===== config.mk =====
export PLATFORM = sky130hd
export DESIGN_NAME = gate_mac_seq_flat
export DESIGN_NICKNAME = d
export VERILOG_FILES = /design/src/rtl/gate_mac_seq_if.sv /design/src/rtl/gate_mac_seq.sv /design/src/flat_wrapper.sv
export SDC_FILE = /design/constraint.sdc
export NUM_CORES = 1
export LEC_CHECK = 0
export ABC_AREA = 1
export CORE_ASPECT_RATIO = 1.2
export CORE_MARGIN = 2
export CORE_UTILIZATION = 35
export CTS_CLUSTER_SIZE = 40
export DETAILED_ROUTE_END_ITERATION = 10
export PLACE_DENSITY_LB_ADDON = 0.2
export SYNTH_ARGS = -nofsm -noshare
export SYNTH_HDL_FRONTEND = slang
export SYNTH_SLANG_ARGS = --single-unit

===== constraint.sdc =====
create_clock -name clk -period 12.49 [get_ports clk]
set_input_delay 3.747 -clock clk [delete_from_list [all_inputs] [get_ports clk]]
set_output_delay 3.747 -clock clk [all_outputs]
set_load 0.005 [all_outputs]

===== src/rtl/gate_mac_seq_if.sv =====
// Operand/result handshake bundle for gate_mac_seq: input set, result and status.
interface gate_mac_seq_if #(
  parameter int DATA_WIDTH = 16,
  parameter int NUM_INPUTS = 4
);
  logic                             in_valid;
  logic                             in_ready;
  logic [NUM_INPUTS*DATA_WIDTH-1:0] x_vec;
  logic [NUM_INPUTS*DATA_WIDTH-1:0] w_vec;
  logic [DATA_WIDTH-1:0]            b;
  logic                             out_valid;
  logic                             out_ready;
  logic [DATA_WIDTH-1:0]            out;
  logic                             busy;

  modport master (
    output in_valid, x_vec, w_vec, b, out_ready,
    input  in_ready, out_valid, out, busy
  );

  modport slave (
    input  in_valid, x_vec, w_vec, b, out_ready,
    output in_ready, out_valid, out, busy
  );
endinterface


===== src/rtl/gate_mac_seq.sv =====
// Sequential signed fixed-point dot product (sum W[i]*X[i] + b), one product per cycle.
// Optional output clamping via GATE_MAC_SAT_EN; default build wraps to DATA_WIDTH bits.
module gate_mac_seq #(
  parameter int DATA_WIDTH  = 16,
  parameter int FRACT_WIDTH = 8,
  parameter int NUM_INPUTS  = 4
) (
  input  logic          clk,
  input  logic          rst_n,
  gate_mac_seq_if.slave bus
);
  localparam int ACC_WIDTH = 2*DATA_WIDTH + $clog2(NUM_INPUTS+1);
  localparam int IDX_WIDTH = (NUM_INPUTS > 1) ? $clog2(NUM_INPUTS) : 1;
  localparam logic [IDX_WIDTH-1:0] LAST_IDX = IDX_WIDTH'(NUM_INPUTS-1);
`ifdef GATE_MAC_SAT_EN
  localparam logic signed [ACC_WIDTH-1:0] SAT_MAX = {{(ACC_WIDTH-DATA_WIDTH+1){1'b0}}, {(DATA_WIDTH-1){1'b1}}};
  localparam logic signed [ACC_WIDTH-1:0] SAT_MIN = {{(ACC_WIDTH-DATA_WIDTH+1){1'b1}}, {(DATA_WIDTH-1){1'b0}}};
`endif

  typedef enum logic [1:0] {IDLE = 2'd0, ACCUM = 2'd1, OUT = 2'd2} state_t;

  state_t                        state_r, state_next_s;
  logic [IDX_WIDTH-1:0]          idx_r, idx_next_s;
  logic signed [ACC_WIDTH-1:0]   acc_r, acc_next_s, acc_sum_s, bias_s;
  logic [DATA_WIDTH-1:0]         out_r, out_next_s;
  logic                          out_valid_r, out_valid_next_s;
  logic                          load_s;
  logic signed [DATA_WIDTH-1:0]  x_r [NUM_INPUTS];
  logic signed [DATA_WIDTH-1:0]  w_r [NUM_INPUTS];
  logic signed [2*DATA_WIDTH-1:0] prod_s;
  logic                          in_ready_s;

  function automatic logic signed [2*DATA_WIDTH-1:0] sext2(input logic [DATA_WIDTH-1:0] v);
    sext2 = {{DATA_WIDTH{v[DATA_WIDTH-1]}}, v};
  endfunction

  // Floor-shift back to the I/O Q format, then clamp or wrap to DATA_WIDTH.
  function automatic logic [DATA_WIDTH-1:0] fmt(input logic signed [ACC_WIDTH-1:0] a);
    logic signed [ACC_WIDTH-1:0] sh;
    sh = a >>> FRACT_WIDTH;
`ifdef GATE_MAC_SAT_EN
    if (sh > SAT_MAX) begin
      fmt = SAT_MAX[DATA_WIDTH-1:0];
    end else if (sh < SAT_MIN) begin
      fmt = SAT_MIN[DATA_WIDTH-1:0];
    end else begin
      fmt = sh[DATA_WIDTH-1:0];
    end
`else
    fmt = sh[DATA_WIDTH-1:0];
`endif
  endfunction

  assign in_ready_s    = (state_r == IDLE) | ((state_r == OUT) & bus.out_ready);
  assign bus.in_ready  = in_ready_s;
  assign bus.busy      = (state_r != IDLE);
  assign bus.out       = out_r;
  assign bus.out_valid = out_valid_r;

  assign prod_s    = sext2(x_r[idx_r]) * sext2(w_r[idx_r]);
  assign acc_sum_s = acc_r + {{(ACC_WIDTH-2*DATA_WIDTH){prod_s[2*DATA_WIDTH-1]}}, prod_s};
  assign bias_s    = $signed({{(ACC_WIDTH-DATA_WIDTH){bus.b[DATA_WIDTH-1]}}, bus.b}) <<< FRACT_WIDTH;

  // Next-state and datapath update; a new set can be taken in OUT without a bubble.
  always_comb begin
    state_next_s     = state_r;
    idx_next_s       = idx_r;
    acc_next_s       = acc_r;
    out_next_s       = out_r;
    out_valid_next_s = out_valid_r;
    load_s           = 1'b0;
    case (state_r)
      IDLE: begin
        if (bus.in_valid) begin
          load_s = 1'b1;
        end else begin
          load_s = 1'b0;
        end
      end
      ACCUM: begin
        acc_next_s = acc_sum_s;
        idx_next_s = idx_r + IDX_WIDTH'(1);
        if (idx_r == LAST_IDX) begin
          state_next_s     = OUT;
          out_next_s       = fmt(acc_sum_s);
          out_valid_next_s = 1'b1;
        end else begin
          state_next_s     = ACCUM;
        end
      end
      OUT: begin
        if (bus.out_ready) begin
          out_valid_next_s = 1'b0;
          if (bus.in_valid) begin
            load_s = 1'b1;
          end else begin
            state_next_s = IDLE;
          end
        end else begin
          out_valid_next_s = 1'b1;
        end
      end
      default: begin
        state_next_s     = IDLE;
        out_valid_next_s = 1'b0;
      end
    endcase
    if (load_s) begin
      acc_next_s   = bias_s;
      idx_next_s   = '0;
      state_next_s = ACCUM;
    end else begin
      load_s = 1'b0;
    end
  end

  // State, accumulator, result and operand registers.
  always_ff @(posedge clk or negedge rst_n) begin
    if (!rst_n) begin
      state_r     <= IDLE;
      idx_r       <= '0;
      acc_r       <= '0;
      out_r       <= '0;
      out_valid_r <= 1'b0;
      for (int i = 0; i < NUM_INPUTS; i++) begin
        x_r[i] <= '0;
        w_r[i] <= '0;
      end
    end else begin
      state_r     <= state_next_s;
      idx_r       <= idx_next_s;
      acc_r       <= acc_next_s;
      out_r       <= out_next_s;
      out_valid_r <= out_valid_next_s;
      if (load_s) begin
        for (int i = 0; i < NUM_INPUTS; i++) begin
          x_r[i] <= bus.x_vec[i*DATA_WIDTH +: DATA_WIDTH];
          w_r[i] <= bus.w_vec[i*DATA_WIDTH +: DATA_WIDTH];
        end
      end
    end
  end
endmodule


===== src/flat_wrapper.sv =====
// flat-port wrapper written by rule: the top's interface ports become plain ports
module gate_mac_seq_flat 
#(
  parameter int DATA_WIDTH  = 16,
  parameter int FRACT_WIDTH = 8,
  parameter int NUM_INPUTS  = 4
)
  (clk, rst_n, bus_in_valid, bus_x_vec, bus_w_vec, bus_b, bus_out_ready, bus_in_ready, bus_out_valid, bus_out, bus_busy);
  gate_mac_seq_if #(.DATA_WIDTH(DATA_WIDTH), .NUM_INPUTS(NUM_INPUTS)) bus_i ();
  input  logic clk;
  input  logic rst_n;
  input wire logic [$bits(bus_i.in_valid)-1:0] bus_in_valid;
  input wire logic [$bits(bus_i.x_vec)-1:0] bus_x_vec;
  input wire logic [$bits(bus_i.w_vec)-1:0] bus_w_vec;
  input wire logic [$bits(bus_i.b)-1:0] bus_b;
  input wire logic [$bits(bus_i.out_ready)-1:0] bus_out_ready;
  output wire logic [$bits(bus_i.in_ready)-1:0] bus_in_ready;
  output wire logic [$bits(bus_i.out_valid)-1:0] bus_out_valid;
  output wire logic [$bits(bus_i.out)-1:0] bus_out;
  output wire logic [$bits(bus_i.busy)-1:0] bus_busy;
  assign bus_i.in_valid = bus_in_valid;
  assign bus_i.x_vec = bus_x_vec;
  assign bus_i.w_vec = bus_w_vec;
  assign bus_i.b = bus_b;
  assign bus_i.out_ready = bus_out_ready;
  assign bus_in_ready = bus_i.in_ready;
  assign bus_out_valid = bus_i.out_valid;
  assign bus_out = bus_i.out;
  assign bus_busy = bus_i.busy;
  gate_mac_seq #(.DATA_WIDTH(DATA_WIDTH), .FRACT_WIDTH(FRACT_WIDTH), .NUM_INPUTS(NUM_INPUTS)) u_core (.clk(clk), .rst_n(rst_n), .bus(bus_i));
endmodule

* Word-level counts from Yosys, hierarchy flattened *
Cells that the tools add are included.

word-level totals
  bits in registers = 184
  output and inout port bits = 19
  input bits = 148

operators by class
  equal/unequal tests = 7
  bitwise logic cells = 4
  reduce and logical (&&, ||, !) cells = 6
  magnitude comparators = 1
  $add $sub $neg = 2
  $mul = 1
  multiplexer cells = 22

operator list
  cell                                                                      number
  35-bit two-way mux                                                        2
  16-bit binary-select mux with 2-bit select                                2
  16-bit two-way mux                                                        4
  35-bit adder                                                              1
  16-bit by 16-bit multiplier with 32-bit output                            1
  2-bit two-way mux                                                         6
  3-bit inequality test (second input constant)                             2
  2-bit one-hot mux with 3 select lines                                     1
  1-bit two-way mux                                                         5
  2-bit equality test (second input constant)                               2
  2-bit AND reduction                                                       2
  2-bit nonzero test                                                        2
  3-bit >= comparator (second input constant)                               1
  2-bit NOT with 3-bit output                                               1
  1-bit one-hot mux with 3 select lines                                     1
  3-bit AND reduction                                                       1
  2-bit by 1-bit adder with 2-bit output (second input constant)            1
  2-bit by 1-bit equality test with 1-bit output (second input constant)    1
  2-bit zero test                                                           1
  2-bit by 1-bit inequality test with 1-bit output (second input constant)  1
  2-bit inequality test (second input constant)                             1
  1-bit one-hot mux with 2 select lines                                     1
  1-bit AND                                                                 1
  1-bit NOT                                                                 1
  1-bit bitwise OR                                                          1

* Depth between registers and ports, before layout *
Gate-level depths: netlist of run 1.

  word-level depth = 8
  mapped depth = 47
  mapped depth without buffers = 43

* Least setup slack after synthesis of run 1 *
OpenSTA, ideal clock, no wires.

  path kind = register -> register
  start point = reg u_core.idx_r[1]
  end point = reg u_core.acc_r[22]
  setup slack = 4.656 ns
  required time = 12.366 ns
  data arrival time = 7.710 ns
  cell stages (with the launch flop) = 37
  clock period less this slack = 7.834 ns
  cells stage by stage = dfrtp_1 > inv_2 > buf_4 > clkbuf_1 > a32oi_1 > inv_1 > clkbuf_1 > nor2_1 > fa_1 > inv_1 > fa_1 > fa_1 > fa_1 > inv_1 > fa_1 > inv_1 > fa_1 > inv_1 > ha_1 > a21oi_1 > a21boi_1 > o21ai_0 > a21boi_0 > o21ai_2 > xor2_1 > ha_1 > nand2_1 > nor4_1 > nand3_1 > nand3_1 > nand2_1 > inv_1 > o21ai_0 > nand2_1 > nand2_1 > nand3_1 > nand3_1

on the way
  cells in the longest elaborated chain, start to end = 8
  elaborated cells on any way between the ends = 11
  those cells by class = 1 x add/sub; 1 x mul; 8 x mux; 1 x bitwise

RTL lines
  item                                                    RTL line             text
  start, declared                                         gate_mac_seq.sv:23   logic [IDX_WIDTH-1:0] idx_r, idx_next_s;
  start signal, assigned                                  gate_mac_seq.sv:131  idx_r <= idx_next_s;
  2-bit NOT with 3-bit output (not written as such) *     gate_mac_seq.sv:60   assign prod_s = sext2(x_r[idx_r]) * sext2(w_r[idx_r]);
  16-bit binary-select mux with 2-bit select              gate_mac_seq.sv:60
  16-bit two-way mux (not written as such) (2 in series)  gate_mac_seq.sv:60
  16-bit by 16-bit multiplier with 32-bit output *        gate_mac_seq.sv:60
  35-bit adder *                                          gate_mac_seq.sv:61   assign acc_sum_s = acc_r + {{(ACC_WIDTH-2*DATA_WIDTH){prod_s[2*DATA_WIDTH-1]}}, prod_s};
  35-bit two-way mux *                                    gate_mac_seq.sv:72   case (state_r)
  35-bit two-way mux *                                    gate_mac_seq.sv:108  if (load_s) begin
  end signal, assigned                                    gate_mac_seq.sv:132  acc_r <= acc_next_s;
  end, declared                                           gate_mac_seq.sv:24   logic signed [ACC_WIDTH-1:0] acc_r, acc_next_s, acc_sum_s, bias_s;

Every way passes the cells marked *; elsewhere a longest branch is shown, timed or not. The select of a mux whose other input is x is not followed.
A chain may end at the register's enable or synchronous reset.

* Worst setup path after layout of run 1 *
  start point = reg u_core.idx_r[0]
  end point = reg u_core.out_r[15] (netlist: u_core.bus.out[15])

on the way
  cells in the longest elaborated chain, start to end = 6
  elaborated cells on any way between the ends = 11
  those cells by class = 1 x add/sub; 1 x mul; 1 x eq/ne; 6 x mux; 1 x bitwise; 1 x reduce/logical

RTL lines
  item                                                    RTL line             text
  2-bit NOT with 3-bit output (not written as such)       gate_mac_seq.sv:60
  16-bit binary-select mux with 2-bit select              gate_mac_seq.sv:60
  16-bit two-way mux (not written as such) (2 in series)  gate_mac_seq.sv:60
  16-bit by 16-bit multiplier with 32-bit output          gate_mac_seq.sv:60
  35-bit adder                                            gate_mac_seq.sv:61
  end signal, assigned                                    gate_mac_seq.sv:133  out_r <= out_next_s;
  end, declared                                           gate_mac_seq.sv:25   logic [DATA_WIDTH-1:0] out_r, out_next_s;

Parallel ways exist; a longest one is shown, timed or not. The select of a mux whose other input is x is not followed.

==> results of run 1 <==
final timing paths:
kind | startpoint | to | cells past startpoint
worst max-delay path | u_core.idx_r[0]$_DFFE_PN0P_ | u_core.bus.out[15]$_DFFE_PN0P_ | 41
worst min-delay path | u_core.w_r[16]$_DFFE_PN0P_ | u_core.w_r[16]$_DFFE_PN0P_ | 2
worst max register to register | u_core.idx_r[0]$_DFFE_PN0P_ | u_core.bus.out[15]$_DFFE_PN0P_ | 41
worst min register to register | u_core.w_r[16]$_DFFE_PN0P_ | u_core.w_r[16]$_DFFE_PN0P_ | 2
max in group asynchronous | rst_n | u_core.acc_r[12]$_DFFE_PN0P_ | 2
min in group asynchronous | rst_n | u_core.x_r[32]$_DFFE_PN0P_ | 1
kinds of logic (layout without fill, tap and decap cells):
logic type                 after synthesis  after routing  share of synthesized area
xor gates and xnor gates                36             36                     0.0190
DFF                                    173            173                      0.261
adders and majority gates              289            289                      0.303
AOI/OAI and AO/OA                      192            192                     0.0693
buffers and inverters                  454            601                      0.108
and+or+nand+nor                        999            999                      0.239
critical path, delay by kind of cell, from the launching register on:
family,cells,cell delay [ns]
AO/OA/AOI/OAI,9,2.28
buffers and inverters,9,1.54
flip-flops,1,0.75
AND/OR/NAND/NOR,14,1.43
XOR/XNOR,1,0.22
adder cells (fa/ha/maj),8,3.15
layout by cell type, fill, tap and decap left out, types with 3 or more instances in the layout:
cell type,synthesis,routed
sky130_fd_sc_hd__clkdlybuf4s50_1,0,165
sky130_fd_sc_hd__nor2_1,161,161
sky130_fd_sc_hd__nand4_1,3,3
sky130_fd_sc_hd__xnor2_1,18,18
sky130_fd_sc_hd__fa_1,188,188
sky130_fd_sc_hd__nand2_1,726,725
sky130_fd_sc_hd__inv_2,4,4
sky130_fd_sc_hd__dfrtp_1,173,172
sky130_fd_sc_hd__nand2_2,21,22
sky130_fd_sc_hd__a21boi_0,3,3
sky130_fd_sc_hd__a31oi_1,3,3
sky130_fd_sc_hd__xor2_1,18,18
sky130_fd_sc_hd__clkinv_8,0,4
sky130_fd_sc_hd__nand3_2,4,4
sky130_fd_sc_hd__nand3_1,69,69
sky130_fd_sc_hd__o211ai_1,11,11
sky130_fd_sc_hd__nand3b_1,3,3
sky130_fd_sc_hd__a32oi_1,11,11
sky130_fd_sc_hd__a32oi_2,4,4
sky130_fd_sc_hd__clkbuf_16,0,17
sky130_fd_sc_hd__clkinv_1,4,4
sky130_fd_sc_hd__ha_1,101,101
sky130_fd_sc_hd__inv_8,1,4
sky130_fd_sc_hd__clkinvlp_4,0,3
sky130_fd_sc_hd__a21oi_1,61,61
sky130_fd_sc_hd__buf_4,6,19
sky130_fd_sc_hd__inv_1,375,374
sky130_fd_sc_hd__o21ai_0,83,83
sky130_fd_sc_hd__or2_2,5,5
state kept, by name, indices dropped and copies added (netlist names):
register,flops
u_core.idx_r,2
u_core.x_r,64
u_core.bus.out,16
u_core.acc_r,24
u_core.w_r,64
u_core.state_r,2
u_core.bus.out_valid,1
cells in the mapped netlist (2+ instances only):
cell type / count
sky130_fd_sc_hd__a211oi_1: 2
sky130_fd_sc_hd__a21boi_0: 3
sky130_fd_sc_hd__a21o_1: 2
sky130_fd_sc_hd__a21oi_1: 61
sky130_fd_sc_hd__a22o_1: 2
sky130_fd_sc_hd__a31oi_1: 3
sky130_fd_sc_hd__a32oi_1: 11
sky130_fd_sc_hd__a32oi_2: 4
sky130_fd_sc_hd__buf_2: 3
sky130_fd_sc_hd__buf_4: 6
sky130_fd_sc_hd__buf_6: 6
sky130_fd_sc_hd__clkbuf_1: 54
sky130_fd_sc_hd__clkinv_1: 4
sky130_fd_sc_hd__dfrtp_1: 173
sky130_fd_sc_hd__fa_1: 188
sky130_fd_sc_hd__ha_1: 101
sky130_fd_sc_hd__inv_1: 375
sky130_fd_sc_hd__inv_2: 4
sky130_fd_sc_hd__nand2_1: 726
sky130_fd_sc_hd__nand2_2: 21
sky130_fd_sc_hd__nand3_1: 69
sky130_fd_sc_hd__nand3_2: 4
sky130_fd_sc_hd__nand3b_1: 3
sky130_fd_sc_hd__nand4_1: 3
sky130_fd_sc_hd__nor2_1: 161
sky130_fd_sc_hd__nor3_1: 2
sky130_fd_sc_hd__nor4_1: 2
sky130_fd_sc_hd__o211ai_1: 11
sky130_fd_sc_hd__o21ai_0: 83
sky130_fd_sc_hd__o22ai_1: 2
sky130_fd_sc_hd__o31ai_1: 2
sky130_fd_sc_hd__or2_2: 5
sky130_fd_sc_hd__xnor2_1: 18
sky130_fd_sc_hd__xor2_1: 18
per-stage QoR:
stage | area [sq um] | std cells | setup slack, ns | hold WS (ns)
6_report | 19400 | 2913 | 2.99 | 0.479
3_3_place_gp | 18800 | 2881 | 3.29 | 0.463
3_5_place_dp | 18800 | 2881 | 2.93 | 0.464
2_1_floorplan | 16600 | 2143 | 4.66 | 0.444
4_1_cts | 19400 | 2913 | 2.94 | 0.484
5_1_grt | 19400 | 2913 | 2.18 | 0.500
layer usage:
layer  GRT usage  part of all wire  vias to the layer above
li1            -                 -                     6732
met1       0.254              0.42                     6683
met2       0.360              0.50                      311
met3      0.0334             0.037                       82
met4      0.0831             0.040                        0
met5           0                 0                        -
final cells by class:
cell class | count | area [sq um] | area share
clock inverters | 15 | 173 | 0.00889
inverters | 384 | 1450 | 0.0747
well taps | 623 | 779 | 0.0401
repair buffers | 185 | 1810 | 0.0930
flip-flops and latches | 173 | 4330 | 0.223
multi-input cells | 1516 | 10500 | 0.538
clock buffers | 17 | 425 | 0.0219
==> results.md, run 1 <==
Clock network:
- Counting along the longest clock path gives a buffer depth of 2.
- Hold repair after CTS inserted 0 buffers.
- TritonCTS built the clock tree.
- Counting every sink on the clock net gives 173.
- In this run the clock root is driven by a sky130_fd_sc_hd__clkbuf_16.
- The clock-pin transition on the worst setup and hold timing paths is about 0.080 ns.
- At the later pin of the worst-skew pair, clock insertion delay measures 0.47 ns.
- The total of cells resized after clock tree synthesis is 0.
- The number of buffers created by CTS is 17.
- The post-CTS setup buffer count is 0.
- The H-tree generated during clock tree synthesis spans 4 levels.

Finish:
- The number of antenna diodes in the final layout is 0.
- Compared with the post-synthesis result, the final layout area differs by 17.2%.
- In the final layout, the share of cells above drive strength 1 is 0.0432.
- The filler cell count is ~4800.
- Measured on the finished design, the core utilization comes to 0.414.
- At the end of the flow, the number of nets in the layout was 2714.

Synth:
- Yosys mapped a number of flops with a built-in enable equal to 0.
- The cell area after technology mapping is between 15000 and 20000 sq um.
- For this run, the number of Yosys warnings is 0.
- In this run the mean area of a mapped cell was ~7.7 sq um.
- Counting flops with an async set or reset pin after synthesis yields a share of 1.00.
- The share of Yosys cell area claimed by the top area cell type is 0.261.
- By area the synthesized netlist is led by sky130_fd_sc_hd__dfrtp_1, sky130_fd_sc_hd__fa_1, sky130_fd_sc_hd__nand2_1, sky130_fd_sc_hd__inv_1, sky130_fd_sc_hd__ha_1.
- The flip-flop and latch count after synthesis is 173.
- The sequential area share after synthesis is 0.261.
- The most instantiated flip-flop cell in the synthesis netlist is sky130_fd_sc_hd__dfrtp_1.
- The number of distinct library cells after synthesis is 45.
- The dominant cell type by area after synthesis is sky130_fd_sc_hd__dfrtp_1.
- The number of nets in the synthesized netlist is roughly 2600.
- The synthesized netlist cell count is about 2100.

Timing:
- The final count of hold timing violations came to 0.
- The setup TNS is 0 ns.
- The worst slew margin relative to its limit is 0.335.
- Between clock sinks in the finished design, the worst skew comes to 0.0166 ns.
- The peak clock frequency supported by timing is 0.105 GHz.
- Setup repair after global routing left no endpoint under its margin.
- The max-slew violation count is 0.
- Dividing the final minimum period by the clock period gives 0.761.
- The number of endpoints failing setup at the final stage is 0.
- At the pin with the least slew margin, the transition time is 0.997 ns.
- The smallest clock period supported by the final layout is computed as 9.50 ns.

Drt:
- The total length of routed wires is approximately 50 mm.
- The number of vias after detailed routing is 13800.
- Once detail routing completed, the nets flagged for antenna violations numbered 0.
- In this run, the number of DRC markers left after iteration 0 of detailed routing was roughly 600.
- For this run, design rule violations remaining after detail routing come to 0.
- The vias per cell is 4.74.
- After detailed routing, the average wire length per cell comes to 16.8 um.
- The number of detailed-route iterations in the first pass is 5.

Status:
- The run finished with clean final reports.

Setup path:
- The kind of start point of the critical path is a flip-flop.
- The cell with the most instances on the worst path is sky130_fd_sc_hd__nand2_1.
- For the worst setup path, the data required time is 12.85 ns.
- The worst endpoint data arrival time is 9.86 ns.
- Of all nets on the critical path, the largest fanout is 52.
- The slowest stage cell on the critical path is sky130_fd_sc_hd__a32oi_1.
- The sort of element at the end of the critical path is a flip-flop.
- On the worst path, the slowest cell contributes a delay of about 0.80 ns.
- The path type of the worst setup path is flip-flop to flip-flop.
- The reg2reg setup slack is between 2 and 3 ns.

Die:
- The floorplan step set the die width to approximately 200 um.
- The floorplan step defined a core boundary enclosing 46900 sq um.
- The initialized floorplan defines 87 standard-cell rows.
- The initial cell density of the core is 0.353.
- In this run the count of I/O pins placed on the die edge is 167.
- The area of the die is 49100 sq um.
- The height of the die is 242 um.

GRT:
- The global-route wire length before repair is around 80 mm.
- The total congestion overflow is 0.
- The number of antenna violations at the first check in global routing is 0.
- Entering global routing, the biggest net connects 104 pins.
- The number of global-route vias before repair is 14800.
- In the global route stage, overall resource usage came out at 0.207.

Run:
- Across the run, the number of max-cap violations was 0.

Hold path:
- In this run the worst hold path is classified as flip-flop to flip-flop.

Place:
- The final estimated routing congestion in global placement is just over 0.9.
- The placed wire-length estimate after detailed placement is 39.1 mm.
- During placement, the flow inserted port buffers numbering approximately 170.
Power of run 1 is not shown: default switching activity piles up to over one toggle a cycle in this logic, so the estimate is an artifact.
==> run 2: changes to the inputs <==
==> constraint.sdc (replaced) <==
create_clock -name clk -period 9.3 [get_ports clk]
set_input_delay 2.79 -clock clk [delete_from_list [all_inputs] [get_ports clk]]
set_output_delay 2.79 -clock clk [all_outputs]
set_load 0.005 [all_outputs]
==> run 2 against run 1 <==
Against the previous run: register-to-register slack got worse by 2.3 ns; critical path depth decreased by 1; via count increased by 1.5%; first-iteration DRC count increased by 29%; non-clock buffer count increased by 21; final cell count increased by 0.72%; critical path type unchanged; largest cell class unchanged; highest routed layer unchanged.
==> results.md, run 2 (synthesis gave the netlist of run 1 again) <==
Status:
- The run finished with clean final reports.

Finish:
- In the final layout, the registers with the most flip-flops are u_core.w_r x64, u_core.x_r x64, u_core.acc_r x24.
- The final-stage net count is 2735 (+0.77%).
- In the layout the commonest cells are sky130_fd_sc_hd__nand2_1, sky130_fd_sc_hd__inv_1, sky130_fd_sc_hd__fa_1.
- The post-route non-filler standard cell count is 2934 (+0.72%).
- The diode insertion count for antenna repair was 0 (unchanged).
- Leaving out fill and tap cells, the most frequent cell in the layout is sky130_fd_sc_hd__nand2_1.
- Compared with the post-synthesis result, the final layout area differs by 18.4%.
- The share of cells above drive strength 1 is 0.0545 (+0.0113).
- The final core utilization is 0.418 (+0.00437).

Timing:
- The final count of hold timing violations is 0 (unchanged).
- The max-slew violation count is 0 (unchanged).
- The peak clock frequency supported by timing is 0.115 GHz (+9.7%).
- The number of endpoints failing setup at the final stage was 0 (unchanged).
- The final critical-path share of the clock period is 0.931 (+0.170).
- The worst clock skew was 0.0237 ns (+0.00710 ns).
- The worst slew margin relative to its limit came to 0.333 (-0.00237).
- The final critical-path required period came to 8.66 ns (-0.842 ns).
- The slew at the pin closest to its max-slew limit is 1.00 ns (+0.00355 ns).

Drt:
- The routed wire length on met2 is 25.3 mm (+3.5%).
- The number of vias after detailed routing is 14000 (+1.5%).
- The highest metal layer with signal wires is met4.
- The total length of routed wires is 50.7 mm (+3.5%).
- The vias per cell came to 4.78 (+0.74%).
- The detailed router's first-iteration violation count is 780 (+29%).
- The number of detailed-route iterations in the first pass was 5 (unchanged).
- The remaining antenna violation count after routing is 0 (unchanged).
- The post-route DRC violation count came to 0 (unchanged).
- The wire length per cell came to 17.3 um (+2.8%).
- The detailed-routed wire length on met3 came to 1.94 mm (+6.5%).
- The met1 wire length was 21.4 mm (+3.4%).

Die:
- The initial cell density of the core came to 0.353 (unchanged).
- The floorplan core area is 46900 sq um (unchanged).
- The area of the die is 49100 sq um (unchanged).
- The cell row count was 87 (unchanged).
- The height of the die is 242 um (unchanged).
- The width of the die is 203 um (unchanged).
- The I/O pin total is 167 (unchanged).

Setup path:
- The most numerous cell type found on the critical path is sky130_fd_sc_hd__nand2_1.
- The sort of element at the end of the critical path is a flip-flop.
- The maximum cell stage delay along the critical path is 0.54 ns (-0.26 ns).
- The largest fanout on the critical path is 27 (-48%).
- The worst endpoint data arrival time is 9.02 ns (-0.84 ns).
- The critical path is of the flip-flop to flip-flop type.
- The start point of the critical path is u_core.idx_r[1]$_DFFE_PN0P_.
- The worst register-to-register path begins at u_core.idx_r[1]$_DFFE_PN0P_.
- The slowest stage of the critical path is the sky130_fd_sc_hd__fa_1 cell.
- The required time at the endpoint of the critical path is 9.66 ns (-3.19 ns).
- The kind of start point of the critical path is a flip-flop.

Clock network:
- The clock insertion delay at the later pin of the skew report is 0.48 ns (about the same).
- The clock-pin transition on the worst setup and hold timing paths is 0.09 ns (about the same).
- The number of clock sinks is 173 (unchanged).
- The CTS tree is done.
- The number of buffers created by CTS is 17 (unchanged).
- The H-tree depth is 4 (unchanged).
- The clock root buffer master is sky130_fd_sc_hd__clkbuf_16.
- The maximum buffer depth of the clock tree is 2 (unchanged).

Hold path:
- The worst min-delay path startpoint is u_core.x_r[16]$_DFFE_PN0P_.
- The classification of the worst-slack hold path is flip-flop to flip-flop.

GRT:
- The global-route wire length before repair is 80.3 mm (+1.4%).
- The total global routing track utilization is 0.211 (+0.00454).
- The total congestion overflow is 0 (unchanged).
- The number of global-route vias before repair is 14900 (+0.57%).
- The number of antenna violations at the first check in global routing is 0 (unchanged).
- The maximum number of pins on one net before global-route repair is 96 (-7.7%).

Place:
- The placed wire-length estimate after detailed placement came to 40.3 mm (+3.1%).
- The count of input and output buffers is 166 (unchanged).
- The cell count after placement is 2898 (+0.59%).
- The final estimated routing congestion in global placement is 0.913 (-0.57%).

Run:
- The number of maximum-capacitance violations is 0 (unchanged).
[run 2: cell type report]
| class | instances | area, sq um |
|---|---|---|
| multi-input combinational | 1516 | 10500 |
| timing repair buffer | 206 | 1970 |
| clock inverter | 15 | 196 |
| fill | 4838 | 27300 |
| clock buffer | 17 | 425 |
| tap | 623 | 779 |
| sequential | 173 | 4330 |
| inverter | 384 | 1460 |
[run 2: worst max-delay path: cells and delay by family (launching register included)]
kind                       cells  cell delay, ns
adders and majority gates      8            3.68
DFF                            1            0.42
and+or+nand+nor               15            1.77
buffers and inverters         10            1.40
AOI/OAI and AO/OA              6            1.18
xor gates and xnor gates       1            0.09
[run 2: per-layer routing]
| metal | global-route usage | up-vias |
|---|---|---|
| li1 | - | 6776 |
| met1 | 0.261 | 6799 |
| met2 | 0.372 | 331 |
| met3 | 0.0277 | 104 |
| met4 | 0.0824 | 0 |
| met5 | 0 | - |
[run 2: what timing repair did]
action | CTS | global route
hold buffers | 0 | 0
gates resized for setup | 0 | 11
hold endpoints to repair | 0 | 0
buffers inserted | 0 | 4
setup endpoints to repair | 0 | 8
[run 2: worst paths after layout]
path,cells past startpoint,slack (ns),endpoint
min in group asynchronous,1,2.21,u_core.x_r[1]$_DFFE_PN0P_
max in group asynchronous,2,5.80,u_core.w_r[56]$_DFFE_PN0P_
max reg2reg,40,0.64,u_core.acc_r[22]$_DFFE_PN0P_
min,2,0.48,u_core.x_r[16]$_DFFE_PN0P_
max,40,0.64,u_core.acc_r[22]$_DFFE_PN0P_
min reg2reg,2,0.48,u_core.x_r[16]$_DFFE_PN0P_
[run 2: through the flow]
step                      setup WS (ns)  setup TNS, ns  area, sq um  hold WS [ns]
after global routing           -0.00858        -0.0162        19600         0.494
after floorplan                    1.47              0        16600         0.444
final                             0.637              0        19600         0.481
after global placement            0.356              0        19000         0.464
after CTS                         0.175              0        19600         0.483
after detailed placement          0.202              0        19000         0.463
Power of run 2 is left out for the same reason.
